`src/rtl/inst_fetch_sramlike.sv`:
```
// inst_fetch_sramlike
// Instruction-fetch stage for the sram-like MIPS core. Keeps the fetch PC,
// issues one instruction read at a time on the sram-like port, and feeds the
// IF/ID register. A one-entry skid buffer absorbs a response that arrives
// while decode is stalled. Redirects discard in-flight data, and a misaligned
// PC raises an address error.
//
// Ports:
//   clk, resetn             clock (rising edge), async active-low reset
//   inst_req/wr/size/addr/wdata   request side of the sram-like port
//   inst_addr_ok            request accepted this cycle
//   inst_data_ok/rdata      read response
//   stallD, flushD          decode hold / invalidate of the IF/ID register
//   redirect, redirect_pc   load a new fetch PC
//   instrD, pcD, validD, adelD    IF/ID register outputs
module inst_fetch_sramlike #(
  parameter logic [31:0] RESET_PC = 32'hBFC0_0000
) (
  input  logic        clk,
  input  logic        resetn,
  output logic        inst_req,
  output logic        inst_wr,
  output logic [1:0]  inst_size,
  output logic [31:0] inst_addr,
  output logic [31:0] inst_wdata,
  input  logic        inst_addr_ok,
  input  logic        inst_data_ok,
  input  logic [31:0] inst_rdata,
  input  logic        stallD,
  input  logic        flushD,
  input  logic        redirect,
  input  logic [31:0] redirect_pc,
  output logic [31:0] instrD,
  output logic [31:0] pcD,
  output logic        validD,
  output logic        adelD
);

  typedef enum logic [1:0] {S_REQ, S_WAIT, S_ERR} state_e;

  state_e      state_q, state_d;
  logic [31:0] pc_f_q, pc_f_d;
  logic [31:0] pc_pend_q, pc_pend_d;
  logic        discard_q, discard_d;
  logic        sk_v_q, sk_v_d;
  logic [31:0] sk_instr_q, sk_instr_d;
  logic [31:0] sk_pc_q, sk_pc_d;
  logic [31:0] instr_d_q, instr_d_d;
  logic [31:0] pc_d_q, pc_d_d;
  logic        valid_d_q, valid_d_d;
  logic        adel_d_q, adel_d_d;

  logic accept;
  logic id_can_load;

  assign inst_wr    = 1'b0;
  assign inst_size  = 2'b10;
  assign inst_wdata = 32'h0;
  assign inst_addr  = pc_f_q;
  assign instrD     = instr_d_q;
  assign pcD        = pc_d_q;
  assign validD     = valid_d_q;
  assign adelD      = adel_d_q;

  assign accept = inst_req && inst_addr_ok;
  // flushD outranks any load, so a flushed cycle never fills ID.
  assign id_can_load = (!valid_d_q || !stallD) && !flushD;

  always_ff @(posedge clk or negedge resetn) begin
    if (!resetn) begin
      state_q    <= S_REQ;
      pc_f_q     <= RESET_PC;
      pc_pend_q  <= 32'h0;
      discard_q  <= 1'b0;
      sk_v_q     <= 1'b0;
      sk_instr_q <= 32'h0;
      sk_pc_q    <= 32'h0;
      instr_d_q  <= 32'h0;
      pc_d_q     <= 32'h0;
      valid_d_q  <= 1'b0;
      adel_d_q   <= 1'b0;
    end else begin
      state_q    <= state_d;
      pc_f_q     <= pc_f_d;
      pc_pend_q  <= pc_pend_d;
      discard_q  <= discard_d;
      sk_v_q     <= sk_v_d;
      sk_instr_q <= sk_instr_d;
      sk_pc_q    <= sk_pc_d;
      instr_d_q  <= instr_d_d;
      pc_d_q     <= pc_d_d;
      valid_d_q  <= valid_d_d;
      adel_d_q   <= adel_d_d;
    end
  end

  always_comb begin
    state_d    = state_q;
    pc_f_d     = pc_f_q;
    pc_pend_d  = pc_pend_q;
    discard_d  = discard_q;
    sk_v_d     = sk_v_q;
    sk_instr_d = sk_instr_q;
    sk_pc_d    = sk_pc_q;
    instr_d_d  = instr_d_q;
    pc_d_d     = pc_d_q;
    valid_d_d  = valid_d_q;
    adel_d_d   = adel_d_q;

    // A buffered instruction always drains into ID before new data.
    if (id_can_load && sk_v_q) begin
      instr_d_d = sk_instr_q;
      pc_d_d    = sk_pc_q;
      valid_d_d = 1'b1;
      adel_d_d  = 1'b0;
      sk_v_d    = 1'b0;
    end

    if (redirect) begin
      pc_f_d = redirect_pc;
      sk_v_d = 1'b0;
      if (state_q == S_WAIT && inst_data_ok) begin
        // The response completes now; drop it, nothing left to discard.
        discard_d = 1'b0;
        state_d   = S_REQ;
      end else if (state_q == S_WAIT || accept) begin
        // A stale response is still coming back and must be swallowed.
        if (accept) begin
          pc_pend_d = pc_f_q;
        end
        discard_d = 1'b1;
        state_d   = S_WAIT;
      end else begin
        state_d = S_REQ;
      end
    end else begin
      case (state_q)
        S_REQ: begin
          if (accept) begin
            pc_pend_d = pc_f_q;
            pc_f_d    = pc_f_q + 32'd4;
            state_d   = S_WAIT;
          end else if (pc_f_q[1:0] != 2'b00 && !sk_v_q && id_can_load) begin
            instr_d_d = 32'h0;
            pc_d_d    = pc_f_q;
            valid_d_d = 1'b1;
            adel_d_d  = 1'b1;
            state_d   = S_ERR;
          end
        end
        S_WAIT: begin
          if (inst_data_ok) begin
            state_d = S_REQ;
            if (discard_q) begin
              discard_d = 1'b0;
            end else if (id_can_load && !sk_v_q) begin
              instr_d_d = inst_rdata;
              pc_d_d    = pc_pend_q;
              valid_d_d = 1'b1;
              adel_d_d  = 1'b0;
            end else begin
              sk_v_d     = 1'b1;
              sk_instr_d = inst_rdata;
              sk_pc_d    = pc_pend_q;
            end
          end
        end
        S_ERR: begin
          state_d = S_ERR;
        end
        default: begin
          state_d = S_REQ;
        end
      endcase
    end

    if (flushD) begin
      valid_d_d = 1'b0;
      adel_d_d  = 1'b0;
    end
  end

  // Requests depend only on registered state; reset masks them directly.
  always_comb begin
    inst_req = 1'b0;
    if (resetn && state_q == S_REQ && !sk_v_q && pc_f_q[1:0] == 2'b00) begin
      inst_req = 1'b1;
    end
  end

endmodule

```
`config.mk`:
```
export PLATFORM = sky130hd
export DESIGN_NAME = inst_fetch_sramlike
export DESIGN_NICKNAME = d
export VERILOG_FILES = /design/src/rtl/inst_fetch_sramlike.sv
export SDC_FILE = /design/constraint.sdc
export NUM_CORES = 1
export LEC_CHECK = 0
export BUFFER_PORTS_ARGS = -buffer_cell sky130_fd_sc_hd__buf_4
export CORE_UTILIZATION = 55
export DETAILED_ROUTE_END_ITERATION = 6
export HOLD_SLACK_MARGIN = 0.15
export PLACE_DENSITY_LB_ADDON = 0.25
export SLEW_MARGIN = 20
export SYNTH_ARGS = -nofsm -noshare
export SYNTH_HDL_FRONTEND = slang
export SYNTH_SLANG_ARGS = --single-unit
```
`constraint.sdc`:
```
create_clock -name clk -period 2.25 [get_ports clk]
set_input_delay 0.45 -clock clk [delete_from_list [all_inputs] [get_ports clk]]
set_output_delay 0.45 -clock clk [all_outputs]
set_load 0.03 [all_outputs]
```
==> flow_metrics.tcl, run 1 <==
set metrics [dict create \
    numCtsBuffers 17 \
    leakage_uw 0.00569 \
    hp-class "in2reg" \
    hp-start "flushD" \
    worstPathMaxFanout 4 \
    sw_frac_of_total_pct 31.9 \
    synth_area_mm2 0.00920 \
    cts_tree "built" \
    syn2layout_area_growth_pct 24.7 \
    seq_area_frac_synth_pct 54.0 \
    yosysWarnings 0 \
    die-area_mm2 0.0172 \
    wl_per_cell_um 19.0 \
    insertion_delay_ns 0.43 \
    synthCells 788 \
    p_int_uw 7220 \
    htreeDepth 4 \
    dr.pass1.iters 5 \
    cp_slowest_stage_delay_ns 0.58 \
    finalSetupTns_ns 0 \
    worst_hold_path.num_cells 2 \
    synthTopCellsByArea "dfrtp_1 51%, mux2_2 11%, mux2i_1 7.1%" \
    coreArea_mm2 0.0161 \
    synth-seq-cells 198 \
    drt_wl_total_mm 22.9 \
    utilization_pct 71.2 \
    crit_buf_inv 1 \
    synth_top_area_share_pct 51.4 \
    status "finished clean" \
    synth-edff-count 0 \
    die_h_um 131 \
    r2r_setup_slack_ns 0.10 \
    clkTransAtPathRegs_ns 0.07 \
    power_frac_seq_pct 46.0 \
    hold_violations 0 \
    drtIter0Drc 493 \
    grtUsageTotal_pct 27.3 \
    crit_path_start_kind "flip-flop" \
    fin_ws_ns 0.0542 \
    cp_slowest_cell "or4b_4" \
    grt_max_degree 78 \
    drive_above_1_share_pct 37.4 \
    pin_count 205 \
    ir_drop_uv 609 \
    root_buffer "clkbuf_16" \
    required_ns 1.80 \
    cts_buffer_depth 2 \
    report.final.slew_viol_count 0 \
    min_to "adelD" \
    critical_path_class "reg2out" \
    finalNonFillerCells 1206 \
    gr-total-overflow 0 \
    worstReg2RegEnd "sk_pc_q[18]" \
    max-cap-violations 0 \
    p_switching_uw 3380 \
    r2r.worst_path.cells 4 \
    die_x_um 131 \
    antennaDiodeCount 0 \
    preCtsSetupSlack_ns 0.115 \
    drc 0 \
    final_nets 1050 \
    clkSinkCount 198 \
    p_comb_share_pct 24.3 \
    critPathArrivalTime_ns 1.75 \
    grt_pass1_wl_mm 36.8 \
    synth_cell_types 57 \
    gp_congestion 0.799 \
    io_buffers 169 \
    synth-main-ff-cell "dfrtp_1" \
    power_density_mw_per_mm2 924 \
    period_minus_slack_ns 2.20 \
    max-slew-margin-rel_pct 36.8 \
    ant_nets 0 \
    worst_clock_skew_ns 0.00673 \
    crit_chain "or4b_4 > nor2_2 > buf_4" \
    async_flop_share_pct 100 \
    setup_viol_count_final 0 \
    synth.avg_cell_area_um2 11.7 \
    dp.cells 1173 \
    critPathTopFamily "simple AND/OR/NAND/NOR gates" \
    start_util_pct 57.1 \
    period_share_pct 97.6 \
    cp-end-kind "output port" \
    dr_total_vias 6939 \
    row_count 46 \
    rsz0062_at_grt "no" \
    dpl.hpwl_mm 15.3 \
    final_common_cell "buf_4" \
    drt-vias-per-instance 5.75 \
    post-synth-top-area-cell "dfrtp_1" \
    grt_pass1_vias 6867 \
    rr_startpoint "state_q[0]" \
    antenna_found_initial 0 \
    clkPwrFrac_pct 29.6 \
    final_cell_mix "211 x buf_4, 187 x dfrtp_1, 92 x mux2_2, 76 x o21ai_0, 65 x mux2i_1" \
    max_freq_mhz 455 \
    worst_pin_slew_ns 0.948 \
]
power groups by stage:
| stage | logic [uW] | registers, uW | clock network, uW |
|---|---|---|---|
| CTS | 2600 | 4870 | 3170 |
| detailed placement | 2570 | 4930 | 0 |
| floorplan | 1030 | 5370 | 0 |
| global route | 2760 | 4970 | 3330 |
| global placement | 2490 | 4900 | 0 |
| finish | 2580 | 4880 | 3140 |
through the flow:
step,power [uW],hold WS [ns],area (um^2)
after floorplan,6400,0.154,9320
after global placement,7390,0.265,10800
after detailed placement,7500,0.266,10800
after CTS,10600,0.183,11500
after global routing,11000,0.193,11500
final,10600,0.202,11500
layout make-up:
class / instances / area (um^2)
clock buffer: 18 / 429
clock inverter: 13 / 176
timing repair buffer: 219 / 1730
tap: 216 / 270
multi-input combinational: 535 / 3870
inverter: 7 / 26.3
sequential: 198 / 4970
fill: 1215 / 4640
what timing repair did:
action | 4_1_cts | 5_1_grt
setup buffers | 1 | 0
hold buffers | 1 | 0
endpoints found under the setup margin | 1 | 3
gates resized for setup | 3 | 1
hold endpoints to repair | 1 | 0
pin swaps | 0 | 1
worst reg2reg max path: stages, from the launching register on:
cell	delay [ns]
dfrtp_1	0.49
nand2b_1	0.14
nor2_2	0.14
and3_4	0.80
mux2_2	0.47
worst max-delay path by stage:
stage,start,to,slack (ns),depth (start not counted)
finish,inst_addr[0],inst_req,0.05,3
global route,state_q[0],sk_pc_q[14],0.003,4
CTS,inst_addr[0],inst_req,0.01,3
detailed placement,stallD,pcD[29],0.11,6
global placement,inst_data_ok,sk_pc_q[24],0.14,5
floorplan,inst_addr[0],inst_req,0.06,2
flip-flops by register name, summed over array words and instances (netlist names):
register and cells:
validD 1, instrD 32, pc_pend_q 32, adelD 1, sk_instr_q 32, inst_addr 32, pcD 32, sk_pc_q 32
sk_v_q 1, discard_q 1, state_q 2
kinds of logic (layout without fill, tap and decap cells):
family                     Yosys count  count (layout)  synth area share, %
DFF                                198             198                 54.0
and+or+nand+nor                    172             172                 10.2
AOI/OAI and AO/OA                  164             164                 10.9
muxes                              157             157                 18.3
buffers and inverters               88             257                 5.74
xor gates and xnor gates             6               6                0.571
other                                2              35               0.0817
adders and majority gates            1               1                0.136
cells in the mapped netlist, types with 3 or more instances:
| cell | count |
|---|---|
| or3_1 | 5 |
| o21ai_0 | 76 |
| nor2_1 | 28 |
| buf_1 | 7 |
| inv_1 | 6 |
| dfstp_2 | 9 |
| dfrtp_1 | 189 |
| nor2b_1 | 3 |
| o22ai_1 | 7 |
| xor2_1 | 4 |
| and2_1 | 4 |
| nor3_1 | 6 |
| mux2i_1 | 65 |
| a31oi_1 | 20 |
| clkbuf_1 | 15 |
| nand2_1 | 57 |
| o31ai_1 | 14 |
| a21oi_1 | 5 |
| buf_2 | 12 |
| and3_1 | 6 |
| or4_1 | 16 |
| nand4_1 | 11 |
| mux2_2 | 92 |
| and4_1 | 3 |
| buf_4 | 44 |
| nand3_1 | 14 |
| a22oi_1 | 32 |
metal layers:
| layer | GRT usage [%] | share of wire (%) |
|---|---|---|
| met5 | 0 | 0 |
| met4 | 9.88 | 2.0 |
| met3 | 5.25 | 5.8 |
| met2 | 42.8 | 49 |
| met1 | 37.9 | 44 |
(Power assumes the default switching activity.)
==> run 2, diff against run 1 <==
Settings changed: ABC_AREA set to 1, CORE_UTILIZATION 55 to 56.
==> run 2 against run 1 <==
The flow now finishes with violations (design-rule violations). Synthesized cell count grew 71%. Critical path depth grew 4. Sequential cell count is the same. Critical endpoint unchanged. Cell area grew 4.6%. Worst setup slack gained 0.062 ns. Via count grew 31%. Fmax grew 2.9%. Critical path type is now in2out. Clock power shrank 4%. Register-to-register slack gained 0.29 ns.
==> flow_metrics.tcl, run 2 <==
set metrics [dict create \
    dr_total_vias 9123 \
    utilization_pct 68.9 \
    wl_per_cell_um 15.2 \
    final_nets 1568 \
    yosysWarnings 0 \
    cp-end-kind "output port" \
    final_common_cell "nand2_1" \
    rr_startpoint "inst_addr[2]" \
    grt_pass1_vias 8608 \
    worst_pin_slew_ns 0.869 \
    synthCells 1351 \
    synth_top_area_share_pct 47.0 \
    synth_area_mm2 0.0101 \
    gp_congestion 0.966 \
    dp.cells 1700 \
    async_flop_share_pct 100 \
    report.final.slew_viol_count 0 \
    dpl-instance-area_mm2 0.0114 \
    required_ns 1.80 \
    synthTopCellsByArea "dfrtp_1 47%, nand2_1 21%, o21ai_0 4.7%" \
    drtIter0Drc 617 \
    violations "design-rule violations" \
    setup_viol_count_final 0 \
    drt-vias-per-instance 5.26 \
    dr.pass1.iters 7 \
    critical_path_class "in2out" \
    seq_area_frac_synth_pct 49.3 \
    max-slew-margin-rel_pct 42.0 \
    pin_count 205 \
    worstPathMaxFanout 2 \
    antenna_found_initial 0 \
    drt_wl_total_mm 26.3 \
    power_density_mw_per_mm2 868 \
    hp-class "in2reg" \
    grtUsageTotal_pct 29.8 \
    gr-total-overflow 0 \
    worst_clock_skew_ns 0.0116 \
    ir_drop_uv 620 \
    clkSinkCount 198 \
    final_cell_mix "573 x nand2_1, 189 x dfrtp_1, 184 x buf_4, 106 x inv_1, 100 x nor2_1" \
    die-area_mm2 0.0185 \
    ant_nets 0 \
    die_h_um 136 \
    coreArea_mm2 0.0174 \
    period_share_pct 94.8 \
    critPathArrivalTime_ns 1.68 \
    r2r_setup_slack_ns 0.39 \
    cts_buffer_depth 2 \
    rsz0062_at_grt "no" \
    period_minus_slack_ns 2.13 \
    dpl.hpwl_mm 17.3 \
    clkTransAtPathRegs_ns 0.08 \
    synth-seq-cells 198 \
    finalNonFillerCells 1734 \
    insertion_delay_ns 0.45 \
    worstReg2RegEnd "inst_addr[12]" \
    die_x_um 136 \
    drive_above_1_share_pct 18.8 \
    max-cap-violations 0 \
    synth-main-ff-cell "dfrtp_1" \
    cts_tree "built" \
    hold_violations 0 \
    fillers 1481 \
    start_util_pct 57.8 \
    design_area_mm2 0.0120 \
    drc 5 \
    synth_common_cells "574 x nand2_1, 189 x dfrtp_1, 107 x inv_1" \
    cts_setup_buffers 0 \
    htreeDepth 4 \
    post-synth-top-count-cell "nand2_1" \
    root_buffer "clkbuf_16" \
    grt_pass1_wl_mm 42.6 \
    r2r.worst_path.cells 9 \
    crit_path_start_kind "primary input" \
    synth-edff-count 0 \
    numCtsBuffers 17 \
    status "complete, but fails checks" \
    post-synth-top-area-cell "dfrtp_1" \
    grt_max_degree 199 \
    antennaDiodeCount 0 \
    leakage_uw 0.00630 \
    worst_hold_path.num_cells 2 \
    io_buffers 169 \
    synth.avg_cell_area_um2 7.45 \
    hp-start "flushD" \
    finalSetupTns_ns 0 \
    max_freq_mhz 469 \
    syn2layout_area_growth_pct 19.3 \
    row_count 48 \
    synth_cell_types 34 \
    min_to "validD" \
]
## run 2: cell count changes after synthesis, moves of 65 or more
cell / change
mux2_2: -92
nand2_1: +517
nand3_1: +67
mux2i_1: -65
inv_1: +101
nor2_1: +72
## run 2: repair_timing
action | 4_1_cts | 5_1_grt
endpoints found under the hold margin | 0 | 54
hold buffers | 0 | 1
resized for setup | 0 | 0
## run 2: worst max-delay path, cell delays in order
cell           delay, ns
dlygate4sd3_1       0.54
clkbuf_8            0.16
nand2_1             0.07
nor2_2              0.15
nand2_1             0.08
inv_1               0.06
buf_4               0.16
## run 2: cells by family after synthesis
logic type | share of synthesized area, %
flip-flops | 49.3
XOR/XNOR | 0.174
AND/OR/NAND/NOR | 30.7
AO/OA/AOI/OAI | 9.38
buffers and inverters | 10.2
adder cells (fa/ha/maj) | 0.124
other | 0.0746
## run 2: worst max path at each step
stage                             from       endpoint  slack, ns  cells past startpoint
after global routing            resetn       inst_req       0.07                      7
final                           resetn       inst_req       0.12                      7
after floorplan           inst_addr[3]  inst_addr[12]       0.56                      9
after detailed placement        flushD     instrD[31]       0.29                      8
after CTS                       sk_v_q       inst_req       0.19                      6
after global placement          stallD     instrD[31]       0.33                      8
## run 2: per-stage QoR
step / hold slack (ns) / total power [uW] / worst slack, ns
floorplan: 0.154 / 6440 / 0.563
global placement: 0.466 / 7340 / 0.330
detailed placement: 0.474 / 7430 / 0.292
CTS: 0.156 / 10400 / 0.190
global route: 0.164 / 11000 / 0.0703
finish: 0.160 / 10400 / 0.117
## run 2: final cells by class
cell class / count / area, um^2 / area share (%)
Clock buffer: 18 / 439 / 3.66
Inverter: 114 / 428 / 3.56
Tap cell: 225 / 282 / 2.35
Multi-Input combinational cell: 973 / 4220 / 35.1
Clock inverter: 14 / 139 / 1.16
Timing Repair Buffer: 192 / 1530 / 12.8
Sequential cell: 198 / 4970 / 41.4
## run 2: where the power goes
part	internal [uW]	total (uW)	switching (uW)
logic	924	2580	1660
registers	4250	4810	555
clock network	1590	3030	1440
## run 2: layer usage
layer / GRT usage [%] / up-vias / wire length (um)
met5: 0 / - / 0
met4: 10.2 / 0 / 530
met3: 5.15 / 36 / 2020
met2: 47.4 / 385 / 12400
met1: 41.3 / 4268 / 11300
li1: - / 4434 / -
==> run 3, diff against run 2 <==
Clock period 2.25 ns to 2.2 ns, I/O delays scaled along.
==> run 3 against run 2 <==
The flow now finishes without violations. Sequential cell count unchanged. Hold slack worse by 0.00081 ns. Sequential share of layout area down 0.23 points. Largest power group unchanged. Non-clock buffer count down 1. Clock skew up 0.0016 ns. Cell area up 0.55%.
==> flow_metrics.tcl, run 3 (synthesized netlist as in run 2, its figures left out) <==
set metrics [dict create \
    die_x_um 136 \
    row_count 48 \
    clkTransAtPathRegs_ns 0.07 \
    drc 0 \
    die_h_um 136 \
    critical_path_class "in2out" \
    final_common_cell "nand2_1" \
    grt_max_degree 199 \
    syn2layout_area_growth_pct 19.9 \
    period_minus_slack_ns 2.08 \
    finalSetupTns_ns 0 \
    final_cell_mix "573 x nand2_1, 189 x dfrtp_1, 179 x buf_4, 106 x inv_1, 100 x nor2_1" \
    dr_total_vias 9045 \
    worstReg2RegEnd "inst_addr[22]" \
    max-slew-margin-rel_pct 41.0 \
    grt_pass1_vias 8200 \
    hold_violations 0 \
    worstPathMaxFanout 2 \
    dr.pass1.iters 6 \
    r2r_setup_slack_ns 0.32 \
    coreArea_mm2 0.0174 \
    root_buffer "clkbuf_16" \
    preCtsSetupSlack_ns 0.192 \
    worst_clock_skew_ns 0.0132 \
    drt-vias-per-instance 5.22 \
    worst_pin_slew_ns 0.884 \
    ir_drop_uv 594 \
    max_freq_mhz 480 \
    max-cap-violations 0 \
    status "finished clean" \
    antennaDiodeCount 0 \
    pin_count 205 \
    gr-total-overflow 0 \
    ant_nets 0 \
    critPathArrivalTime_ns 1.64 \
    htreeDepth 4 \
    die-area_mm2 0.0185 \
    cts_tree "built" \
    insertion_delay_ns 0.44 \
    cts_buffer_depth 2 \
    wl_per_cell_um 14.9 \
    numCtsBuffers 17 \
    crit_path_start_kind "primary input" \
    clkSinkCount 198 \
    cp_slowest_stage_delay_ns 0.55 \
    critPathTopFamily "buffers and inverters" \
    grt_pass1_wl_mm 41.3 \
    drtIter0Drc 826 \
    leakage_uw 0.00632 \
    min_to "validD" \
    dpl.hpwl_mm 17.2 \
    cp-end-kind "output port" \
    start_util_pct 57.8 \
    gp_congestion 0.951 \
    drive_above_1_share_pct 18.7 \
    rr_startpoint "inst_addr[2]" \
    cp_slowest_cell "dlygate4sd3_1" \
    grtUsageTotal_pct 28.8 \
    drt_wl_total_mm 25.9 \
    r2r.worst_path.cells 8 \
    rsz0062_at_grt "no" \
    required_ns 1.76 \
    crit_buf_inv 4 \
    crit_top_cell "nand2_1" \
    hp-class "in2reg" \
    fin_ws_ns 0.117 \
    worst_hold_path.num_cells 2 \
    period_share_pct 94.7 \
    antenna_found_initial 0 \
    final_nets 1567 \
    power_density_mw_per_mm2 892 \
    hp-start "flushD" \
    io_buffers 169 \
    cts_resized 0 \
    report.final.slew_viol_count 0 \
    setup_viol_count_final 0 \
    crit_chain "dlygate4sd3_1 > clkbuf_8 > nand2_1 > nor2_2 > nand2_1 > inv_1 > buf_4" \
]
## run 3: cell types whose count changed in the layout (fill, tap and decap cells not counted)
cell        previous run  this run
buf_4                184       179
inv_8                  2         1
clkinv_2               2         0
buf_12                 5         9
clkinvlp_4             2         4
bufinv_16              1         2
## run 3: worst max-delay path by stage
stage | start | to | depth (start not counted)
CTS | sk_v_q | inst_req | 6
detailed placement | stallD | sk_pc_q[27] | 6
finish | resetn | inst_req | 7
global placement | stallD | sk_pc_q[25] | 6
floorplan | inst_addr[3] | inst_addr[12] | 9
global route | resetn | inst_req | 7
## run 3: report_power, final
| group | internal [uW] | switching, uW | total (uW) |
|---|---|---|---|
| registers | 4350 | 575 | 4930 |
| clock network | 1740 | 1460 | 3190 |
| logic | 952 | 1700 | 2650 |
| total | 7040 | 3730 | 10800 |
## run 3: final cells by class
| cell class | count | area, um^2 |
|---|---|---|
| inverters | 114 | 428 |
| well taps | 225 | 282 |
| multi-input cells | 973 | 4220 |
| clock buffers | 18 | 439 |
| repair buffers | 191 | 1580 |
| clock inverters | 14 | 163 |
| flip-flops and latches | 198 | 4970 |
| fillers | 1466 | 5350 |
## run 3: what timing repair did
item	4_1_cts	5_1_grt
hold buffers	0	1
hold endpoints to repair	0	43
setup buffers	0	0
## run 3: worst reg2reg max path: stages (launching register included)
cell and delay (ns):
dfrtp_1 0.35, ha_1 0.30, nand2_1 0.11, nor2_1 0.24, nand3_1 0.17, nor3_1 0.39
nand2_1 0.10, nand2_1 0.08, nand3_1 0.06
## run 3: metal layers
metal  up-vias  part of all wire, %  global-route usage (%)  wire length, um
li1       4440                    -                       -                -
met1      4176                   44                    41.0            11400
met2       393                   46                    44.8            12000
met3        36                  7.7                    4.59             1990
met4         0                  1.7                    9.51              446
met5         -                    0                       0                0
## run 3: stage by stage
| step | hold WS [ns] | utilization, % | area [um^2] | std cells | total power [uW] |
|---|---|---|---|---|---|
| floorplan | 0.144 | - | 10200 | 1384 | 6590 |
| detailed placement | 0.473 | 65.6 | 11400 | 1699 | 7600 |
| finish | 0.159 | 69.3 | 12100 | 1733 | 10800 |
| global placement | 0.465 | 65.6 | 11400 | 1699 | 7520 |
| global route | 0.159 | 69.3 | 12100 | 1733 | 11300 |
| CTS | 0.150 | 69.1 | 12000 | 1731 | 10800 |
